## src/rtl/rib_timer.sv

```systemverilog
// RIB slave timer: up-counter with compare, auto-reload/one-shot modes and a level interrupt.
// Optional prescaler is built only when RIB_TIMER_PRESC_EN is defined.
module rib_timer #(
  parameter int CNT_W   = 32,
  parameter int PRESC_W = 16
) (
  input  logic        clk,
  input  logic        rst,
  input  logic [31:0] addr_i,
  input  logic [31:0] data_i,
  output logic [31:0] data_o,
  input  logic        we_i,
  output logic        int_sig_o
);

  localparam logic [1:0] A_CTRL  = 2'd0;
  localparam logic [1:0] A_COUNT = 2'd1;
  localparam logic [1:0] A_CMP   = 2'd2;
  localparam logic [1:0] A_PRESC = 2'd3;

  logic             en_q, en_d;
  logic             ie_q, ie_d;
  logic             ar_q, ar_d;
  logic             pend_q, pend_d;
  logic             int_q;
  logic [CNT_W-1:0] count_q, count_d;
  logic [CNT_W-1:0] cmp_q, cmp_d;

  logic             wr_ctrl, wr_count, wr_cmp, wr_presc;
  logic             tick, tick_eff, match;
  logic [31:0]      count_ext, cmp_ext, presc_ext;

  assign wr_ctrl  = we_i && (addr_i[3:2] == A_CTRL);
  assign wr_count = we_i && (addr_i[3:2] == A_COUNT);
  assign wr_cmp   = we_i && (addr_i[3:2] == A_CMP);
  assign wr_presc = we_i && (addr_i[3:2] == A_PRESC);

`ifdef RIB_TIMER_PRESC_EN
  logic [PRESC_W-1:0] presc_q;
  logic [PRESC_W-1:0] pcnt_q;

  assign tick = en_q && (pcnt_q == presc_q);

  always_ff @(posedge clk or posedge rst) begin
    if (rst) begin
      presc_q <= '0;
      pcnt_q  <= '0;
    end else begin
      if (wr_presc) presc_q <= data_i[PRESC_W-1:0];
      if (!en_q || wr_presc || tick) pcnt_q <= '0;
      else                           pcnt_q <= pcnt_q + PRESC_W'(1);
    end
  end

  always_comb begin
    presc_ext = '0;
    presc_ext[PRESC_W-1:0] = presc_q;
  end
`else
  logic [PRESC_W-1:0] unused_presc_w;
  logic               unused_wr_presc;

  assign unused_presc_w  = '0;
  assign unused_wr_presc = wr_presc;
  assign tick            = en_q;
  assign presc_ext       = '0;
`endif

  assign match = (count_q == cmp_q);
  // A CTRL write that clears EN discards a tick landing on the same edge.
  assign tick_eff = tick && !(wr_ctrl && !data_i[0]);

  always_comb begin
    en_d    = en_q;
    ie_d    = ie_q;
    ar_d    = ar_q;
    pend_d  = pend_q;
    count_d = count_q;
    cmp_d   = cmp_q;
    if (tick_eff) begin
      if (match) begin
        pend_d = 1'b1;
        if (ar_q) count_d = '0;
        else      en_d    = 1'b0;
      end else begin
        count_d = count_q + CNT_W'(1);
      end
    end
    if (wr_ctrl) begin
      en_d = data_i[0];
      ie_d = data_i[1];
      ar_d = data_i[2];
      // Hardware set of PEND beats a simultaneous write-1-to-clear.
      if (data_i[3] && !(tick_eff && match)) pend_d = 1'b0;
    end
    if (wr_count) count_d = data_i[CNT_W-1:0];
    if (wr_cmp)   cmp_d   = data_i[CNT_W-1:0];
  end

  always_ff @(posedge clk or posedge rst) begin
    if (rst) begin
      en_q    <= 1'b0;
      ie_q    <= 1'b0;
      ar_q    <= 1'b0;
      pend_q  <= 1'b0;
      int_q   <= 1'b0;
      count_q <= '0;
      cmp_q   <= '1;
    end else begin
      en_q    <= en_d;
      ie_q    <= ie_d;
      ar_q    <= ar_d;
      pend_q  <= pend_d;
      int_q   <= pend_q & ie_q;
      count_q <= count_d;
      cmp_q   <= cmp_d;
    end
  end

  assign int_sig_o = int_q;

  always_comb begin
    count_ext = '0;
    count_ext[CNT_W-1:0] = count_q;
    cmp_ext = '0;
    cmp_ext[CNT_W-1:0] = cmp_q;
  end

  always_comb begin
    data_o = '0;
    case (addr_i[3:2])
      A_CTRL:  data_o = {28'd0, pend_q, ar_q, ie_q, en_q};
      A_COUNT: data_o = count_ext;
      A_CMP:   data_o = cmp_ext;
      default: data_o = presc_ext;
    endcase
  end

  logic unused_ok;
  assign unused_ok = ^{addr_i[31:4], addr_i[1:0], data_i};

endmodule

```

## config.mk

```make
export PLATFORM = sky130hd
export DESIGN_NAME = rib_timer
export DESIGN_NICKNAME = d
export VERILOG_FILES = /design/src/rtl/rib_timer.sv
export SDC_FILE = /design/constraint.sdc
export NUM_CORES = 1
export LEC_CHECK = 0
export ABC_AREA = 1
export CAP_MARGIN = 20
export CORE_MARGIN = 5
export CORE_UTILIZATION = 50
export DETAILED_ROUTE_END_ITERATION = 16
export GPL_ROUTABILITY_DRIVEN = 1
export PLACE_DENSITY = 0.83
export SLEW_MARGIN = 20
export SYNTH_ARGS = -nofsm -noshare
export SYNTH_HDL_FRONTEND = slang
export SYNTH_SLANG_ARGS = --single-unit
export TNS_END_PERCENT = 30
```

## constraint.sdc

```tcl
create_clock -name clk -period 6.48 [get_ports clk]
set_input_delay 1.296 -clock clk [delete_from_list [all_inputs] [get_ports clk]]
set_output_delay 1.296 -clock clk [all_outputs]
set_load 0.05 [all_outputs]
```

==> results.ini, run 1 <==
[run_status]
status=complete, no violations

[layout]
final_nets=853
n_antenna_cell=0
multiInputGateArea_um2=2580
area_growth_pct=18.3
regArea_um2=1770
fin_util=0.597
drive_gt1_frac=0.101
nFillCells=932

[power]
p_leak_nw=2.77
vdd_drop_max_uv=147
power_density_nw_per_um2=339
p_total_mw=1.95

[logic_synthesis]
synth_compound_area_frac=0.0741
synth.most_common_cell=nand2_1
async_flop_share=1.00
synth_area_per_cell_um2=6.57
synth_top_area_share=0.225
synth_seq_cells=69
synth_edf_count=0
synth-xor-area-share=0.0774
synth_area_um2=4860
ys_top_cells_by_count=nand2_1 (291), inv_1 (73), nand3_1 (61), nor2_1 (60), dfrtp_1 (37)
synthCells=740
synth-warning-count=0
syn_nets=808
seq_area_frac_synth=0.363
synthSimpleGateAreaFrac=0.368
synthTopCellsByArea=nand2_1 (22%), dfrtp_1 (19%), dfstp_2 (17%)
yosys_most_used_dff=dfrtp_1
synth_adder_area_share=0.00257
synth_top_family_by_area=simple AND/OR/NAND/NOR gates
muxShareOfSynthArea=0.00694
synth_top_area_cell=nand2_1
yosysUniqueCellTypes=30

[timing]
worst_pin_slew_ps=925
slew_headroom=0.383
tns_ps=0
skew_ps=6.86
setup_viol=0
drv_slew=0
hold_viol=0
clock.fmax_mhz=191
fin_crit_ps=5230
finalCritPeriodShare=0.807
rsz0062_at_grt=false
setup_ws_ps=1250

[floorplanning]
placementRows=36
io_pins=100
core_um2=9640
die_area_um2=11800
dieWidth_um=109
die_h_um=109
initial_core_util=0.505

[cts]
cts_buffer_depth=2
insertion_delay_ps=360
clock-sinks=69
post_cts_buffers=0
cts_resized=0
tritoncts=built
cts_hold_buf=0
cts_htree_levels=3
clkTransAtPathRegs_ps=70
cts_root_buffer=clkbuf_8
cts_inserted_buffers=9

[critical_path]
crit_type=in -> out
arrival_ps=3930
startpoint_type=input port
worstSetupEndpointType=output port
worst_ep_required_time_ps=5180
path_max_fanout=22

[placement]
gp_congestion=0.932
place_ws_ps=1270
hpwl_mm=9.39
io_buffers=69

[grt]
grt_max_degree=70
grt.busiest_layer=met2
first_global_vias=4699
grt_antenna_before_repair=0
overflow=0
grt_use_met2=0.398
grt_pass1_wl_mm=22.7
grt_util_all_layers=0.242
grt_use_met3=0.0438
grtUsageMet1=0.320

[flow_run]
maxCapViolations=0

[route]
vias=4901
drtPass1Iterations=5
postRouteAntennaNets=0
vias_per_cell=5.31
routedWlPerCell_um=14.5
first_iter_violations=395
routed_wl_mm=13.4
drcViolationCount=0

[min_path]
min_path_type=reg -> reg

==> per-layer routing <==
metal  share of wire  vias to the layer above
met5               0                        -
met4           0.025                        0
met3           0.067                       31
met2            0.49                      204
met1            0.42                     2286
li1                -                     2380
==> power breakdown <==
group	switching [mW]	leakage, nW	total (mW)	internal (mW)
Combinational	0.493	1.86	0.823	0.330
Sequential	0.191	0.818	0.768	0.577
Clock	0.173	0.0964	0.361	0.187
Total	0.857	2.77	1.95	1.10
==> critical path, cell delays in order <==
cell	delay [ps]
clkdlybuf4s50_1	550
inv_2	150
nor2_4	360
inv_2	330
o21ai_0	360
clkdlybuf4s50_1	870
==> path summary, 6_finish.rpt <==
check                        startpoint            end  slack [ps]  cells after the start
setup / recovery              addr_i[2]     data_o[30]        1250                      6
hold / removal               cmp_ext[6]     cmp_ext[6]         490                      2
setup reg to reg           count_ext[0]  count_ext[18]        4200                     11
hold reg to reg              cmp_ext[6]     cmp_ext[6]         490                      2
max in group asynchronous           rst  count_ext[24]        4330                      3
min in group asynchronous           rst   count_ext[7]        1500                      3
==> state kept, by name, indices dropped and copies added (netlist names) <==
name	cells
ar_q	1
cmp_ext	32
count_ext	32
en_q	1
ie_q	1
int_sig_o	1
pend_q	1
==> placed cells by master (no fill, tap or decap), drive strengths merged, types with 2 or more instances in the layout <==
cell type,n
a21oi,25
buf,7
clkbuf,12
clkdlybuf4s50,69
clkinv,3
dfrtp,37
dfstp,32
inv,80
mux2,3
nand2,294
nand3,62
nand4,8
nor2,69
o211ai,2
o21ai,22
o22ai,17
xnor2,29
xor2,14
==> area by class of cell <==
class	instances	share of cell area
repair buffers	76	0.129
flip-flops and latches	69	0.307
well taps	133	0.0289
multi-input cells	548	0.448
inverters	81	0.0528
clock buffers	12	0.0252
clock inverters	4	0.00826
==> per-stage QoR <==
stage / area, µm² / hold slack (ps) / cells
CTS: 5750 / 492 / 923
global placement: 5560 / 469 / 907
floorplan: 4860 / 448 / 740
detailed placement: 5560 / 481 / 907
global route: 5750 / 511 / 923
finish: 5750 / 493 / 923
==> kinds of logic after synthesis <==
kind of cell / Yosys count
AND/OR/NAND/NOR: 435
buffers and inverters: 123
flip-flops: 69
AO/OA/AOI/OAI: 66
XOR/XNOR: 43
multiplexers: 3
adder cells (fa/ha/maj): 1
No activity file was read; power rests on OpenSTA's default activity.
==> run 2: changes to the inputs <==
Settings changed: CORE_UTILIZATION 50 to 47, PLACE_DENSITY 0.83 to 0.82.
Clock period 6.48 ns to 4.3 ns, I/O delays scaled along.
==> results.ini, run 2 (synthesis gave the netlist of run 1 again) <==
[run_status]
status=complete, no violations

[placement]
hpwl_mm=9.10
place_ws_ps=519
io_buffers=69
gp_congestion=0.914
dpl-instance-area_um2=5830
place_inst=912

[cts]
cts_inserted_buffers=9
insertion_delay_ps=350
tritoncts=built
cts_resized=0
clock-sinks=69
cts_hold_buf=0
clkTransAtPathRegs_ps=80
cts_buffer_depth=2
cts_htree_levels=3
post_cts_buffers=0
cts_root_buffer=clkbuf_8

[layout]
drive_gt1_frac=0.141
final_nets=855
area_growth_pct=23.7
regArea_um2=1770
instances_no_fill=928
mostFrequentLayoutCell=nand2_1
multiInputGateArea_um2=2580
layout_common_cells=nand2_1 (291), inv_1 (72), nor2_1 (60), nand3_1 (60), clkdlybuf4s50_1 (39)
n_antenna_cell=0
nFillCells=936
design_area_um2=6020

[grt]
grt_util_all_layers=0.207
grt_max_degree=42
grt_antenna_before_repair=0
grt_pass1_wl_mm=21.3
first_global_vias=4417
overflow=0

[timing]
setup_viol=0
finalCritPeriodShare=0.876
skew_ps=6.64
slew_headroom=0.571
drv_slew=0
fin_crit_ps=3770
clock.fmax_mhz=266
whs_ps=488
tns_ps=0
hold_viol=0
rsz0062_at_grt=false
worst_pin_slew_ps=643
setup_ws_ps=534

[route]
vias=4778
drtPass1Iterations=5
postRouteAntennaNets=0
vias_per_cell=5.15
routed_wl_mm=12.9
routedWlPerCell_um=13.9
drcViolationCount=0
first_iter_violations=363

[min_path]
min_path_type=reg -> reg
hold-path-endpoint=cmp_ext[6]
min_from=cmp_ext[6]
min_path_cells=2

[critical_path]
worstSetupEndpointType=output port
arrival_ps=2910
path_max_fanout=12
r2r_end=count_ext[1]
cpMostUsedCell=buf_4
worstPathCellList=clkdlybuf4s50_1 -> buf_4 -> nand2_1 -> buf_4 -> o21ai_0 -> buf_12
worst_ep_required_time_ps=3440
slowest_stage=clkdlybuf4s50_1
rr_worst_depth=11
max_stage_delay_ps=680
timing.rr.start=count_ext[24]
regToRegSetupSlack_ps=2060
startpoint_type=input port
crit_type=in -> out

[power]
p_leak_nw=2.92
power_density_nw_per_um2=502
vdd_drop_max_uv=254

[floorplanning]
dieWidth_um=112
core_um2=10200
io_pins=100
initial_core_util=0.475
die_h_um=112
die_area_um2=12500
placementRows=37

[flow_run]
maxCapViolations=0

-- run 2: cell count changes in the layout (fill, tap and decap cells not counted), sizes merged --
cell | previous run | this run
clkinvlp | 1 | 2
buf | 7 | 39
clkinv | 3 | 4
clkbuf | 12 | 10
clkdlybuf4s50 | 69 | 39
-- run 2: worst max-delay path by stage --
stage	from	end	slack, ps	cells past startpoint
2_1_floorplan	addr_i[3]	data_o[11]	960	4
3_3_place_gp	addr_i[3]	data_o[6]	550	6
3_5_place_dp	addr_i[3]	data_o[6]	520	6
4_1_cts	addr_i[3]	data_o[6]	520	6
5_1_grt	addr_i[3]	data_o[18]	410	6
6_report	addr_i[3]	data_o[6]	530	6
-- run 2: worst max-delay path: cells and delay by family --
kind            cells  cell delay (ps)
buf+inv             4             1410
simple gates        1              330
compound gates      1              300
-- run 2: per-layer routing --
| layer | up-vias | share of wire | global-route usage |
|---|---|---|---|
| met5 | - | 0 | 0 |
| met1 | 2173 | 0.45 | 0.295 |
| met3 | 26 | 0.075 | 0.0272 |
| met2 | 197 | 0.45 | 0.321 |
| met4 | 0 | 0.024 | 0.0803 |
| li1 | 2382 | - | - |
-- run 2: metrics by stage --
stage                util  power [mW]
floorplan               -        2.10
global placement    0.570        2.46
detailed placement  0.570        2.49
CTS                 0.588        3.03
global route        0.588        3.23
finish              0.588        3.02
-- run 2: final cells by class --
type                       count  area share
inverter                      81      0.0505
timing repair buffer          78       0.168
sequential                    69       0.294
clock buffer                  10      0.0212
multi-input combinational    548       0.428
tap                          136      0.0283
clock inverter                 6      0.0106
-- run 2: power by group --
part / total (mW) / internal [mW] / switching (mW)
clock: 0.532 / 0.267 / 0.265
combinational: 1.33 / 0.578 / 0.755
sequential: 1.15 / 0.870 / 0.285
==> run 3: changes to the inputs <==
Settings changed: REMOVE_ABC_BUFFERS from default to 1.
==> results.ini, run 3 (synthesis gave the netlist of run 1 again) <==
[run_status]
status=complete, no violations

[route]
first_iter_violations=469
vias_per_cell=5.19
drtPass1Iterations=5
routedWlPerCell_um=14.1
vias=4810
postRouteAntennaNets=0
drcViolationCount=0
routed_wl_mm=13.1

[critical_path]
crit_family=buffers and inverters
crit_type=in -> out
max_stage_delay_ps=540
cpMostUsedCell=inv_2
slowest_stage=clkdlybuf4s50_1
timing.rr.start=count_ext[0]
worstPathCellList=clkdlybuf4s50_1 -> inv_2 -> nor2_4 -> inv_2 -> buf_4 -> o22ai_1 -> buf_12
worst_ep_required_time_ps=3440
rr_worst_depth=11
r2r_end=count_ext[20]
arrival_ps=2870
regToRegSetupSlack_ps=2050
path_buf_inv=5
path_max_fanout=14
worstSetupEndpointType=output port
startpoint_type=input port

[min_path]
min_path_type=reg -> reg
min_from=cmp_ext[9]
min_path_cells=2
hold-path-endpoint=cmp_ext[9]

[cts]
cts_resized=0
clkTransAtPathRegs_ps=80
clock-sinks=69
tritoncts=built
cts_root_buffer=clkbuf_8
insertion_delay_ps=370
post_cts_buffers=0
cts_buffer_depth=2
cts_htree_levels=3
cts_inserted_buffers=9
cts_hold_buf=0

[power]
power.switching_mw=1.33
swShare=0.419
p_leak_nw=2.94
power_frac_comb=0.425
p_seq_frac=0.364
vdd_drop_max_uv=215
pwr-share-clk=0.210
power_density_nw_per_um2=521
p_int_mw=1.85

[floorplanning]
core_um2=10200
die_area_um2=12500
io_pins=100
die_h_um=112
initial_core_util=0.475
dieWidth_um=112
placementRows=37

[placement]
dpl-instance-area_um2=5840
hpwl_mm=9.06
place_inst=911
gp_congestion=0.927
io_buffers=69

[timing]
rsz0062_at_grt=false
worst_pin_slew_ps=864
tns_ps=0
slew_headroom=0.423
finalCritPeriodShare=0.868
setup_viol=0
drv_slew=0
hold_viol=0
fin_crit_ps=3730
skew_ps=15.6
clock.fmax_mhz=268

[layout]
design_area_um2=6090
mostFrequentLayoutCell=nand2_1
area_growth_pct=25.3
n_antenna_cell=0
instances_no_fill=927
nFillCells=902
drive_gt1_frac=0.143
final_nets=854
layout_common_cells=nand2_1 (290), inv_1 (72), nor2_1 (60), nand3_1 (60), clkdlybuf4s50_1 (39)

[grt]
first_global_vias=4516
grt_pass1_wl_mm=21.8
overflow=0
grt_util_all_layers=0.211
grt_max_degree=56
grt_antenna_before_repair=0

[flow_run]
maxCapViolations=0

## run 3: layout make-up
type	count	area [µm²]	share of cell area
clock buffers	9	124	0.0203
multi-input cells	548	2580	0.423
repair buffers	77	1030	0.168
well taps	136	170	0.0279
inverters	81	305	0.0501
clock inverters	7	123	0.0201
flip-flops and latches	69	1770	0.290
## run 3: worst register-to-register path, stage by stage (launching register included)
cell     delay (ps)
dfrtp_1         470
ha_1            230
nand2_1          80
nor2_2          180
nand2_1         160
nor2_2          450
nand2_1         150
xor2_1          170
nand3_1          80
nand2_1          70
nand2_1          60
nand2_1          50
## run 3: worst max-delay path by stage
stage	slack, ps	start	depth (start not counted)	to
2_1_floorplan	930	addr_i[2]	3	data_o[10]
3_3_place_gp	570	addr_i[2]	13	count_ext[31]
3_5_place_dp	510	addr_i[2]	13	count_ext[31]
4_1_cts	580	addr_i[2]	6	data_o[1]
5_1_grt	470	addr_i[2]	7	data_o[13]
6_report	570	addr_i[2]	7	data_o[12]
## run 3: power by group through the flow
| stage | registers [mW] | clock network [mW] | logic (mW) |
|---|---|---|---|
| detailed placement | 1.16 | 0 | 1.34 |
| global placement | 1.15 | 0 | 1.31 |
| CTS | 1.15 | 0.667 | 1.35 |
| floorplan | 1.09 | 0 | 0.933 |
| finish | 1.16 | 0.668 | 1.35 |
| global route | 1.19 | 0.689 | 1.50 |
## run 3: metrics by stage
step | power [mW] | hold WS, ps | util | setup WS, ps
detailed placement | 2.50 | 475 | 0.571 | 507
CTS | 3.17 | 487 | 0.595 | 583
floorplan | 2.02 | 448 | - | 927
finish | 3.18 | 487 | 0.596 | 569
global placement | 2.46 | 473 | 0.571 | 572
global route | 3.38 | 507 | 0.596 | 472
## run 3: layer usage
| metal | wire length, µm | up-vias | track usage |
|---|---|---|---|
| met5 | 0 | - | 0 |
| met1 | 5930 | 2221 | 0.303 |
| li1 | - | 2382 | - |
| met3 | 939 | 21 | 0.0283 |
| met2 | 5970 | 186 | 0.327 |
| met4 | 260 | 0 | 0.0754 |
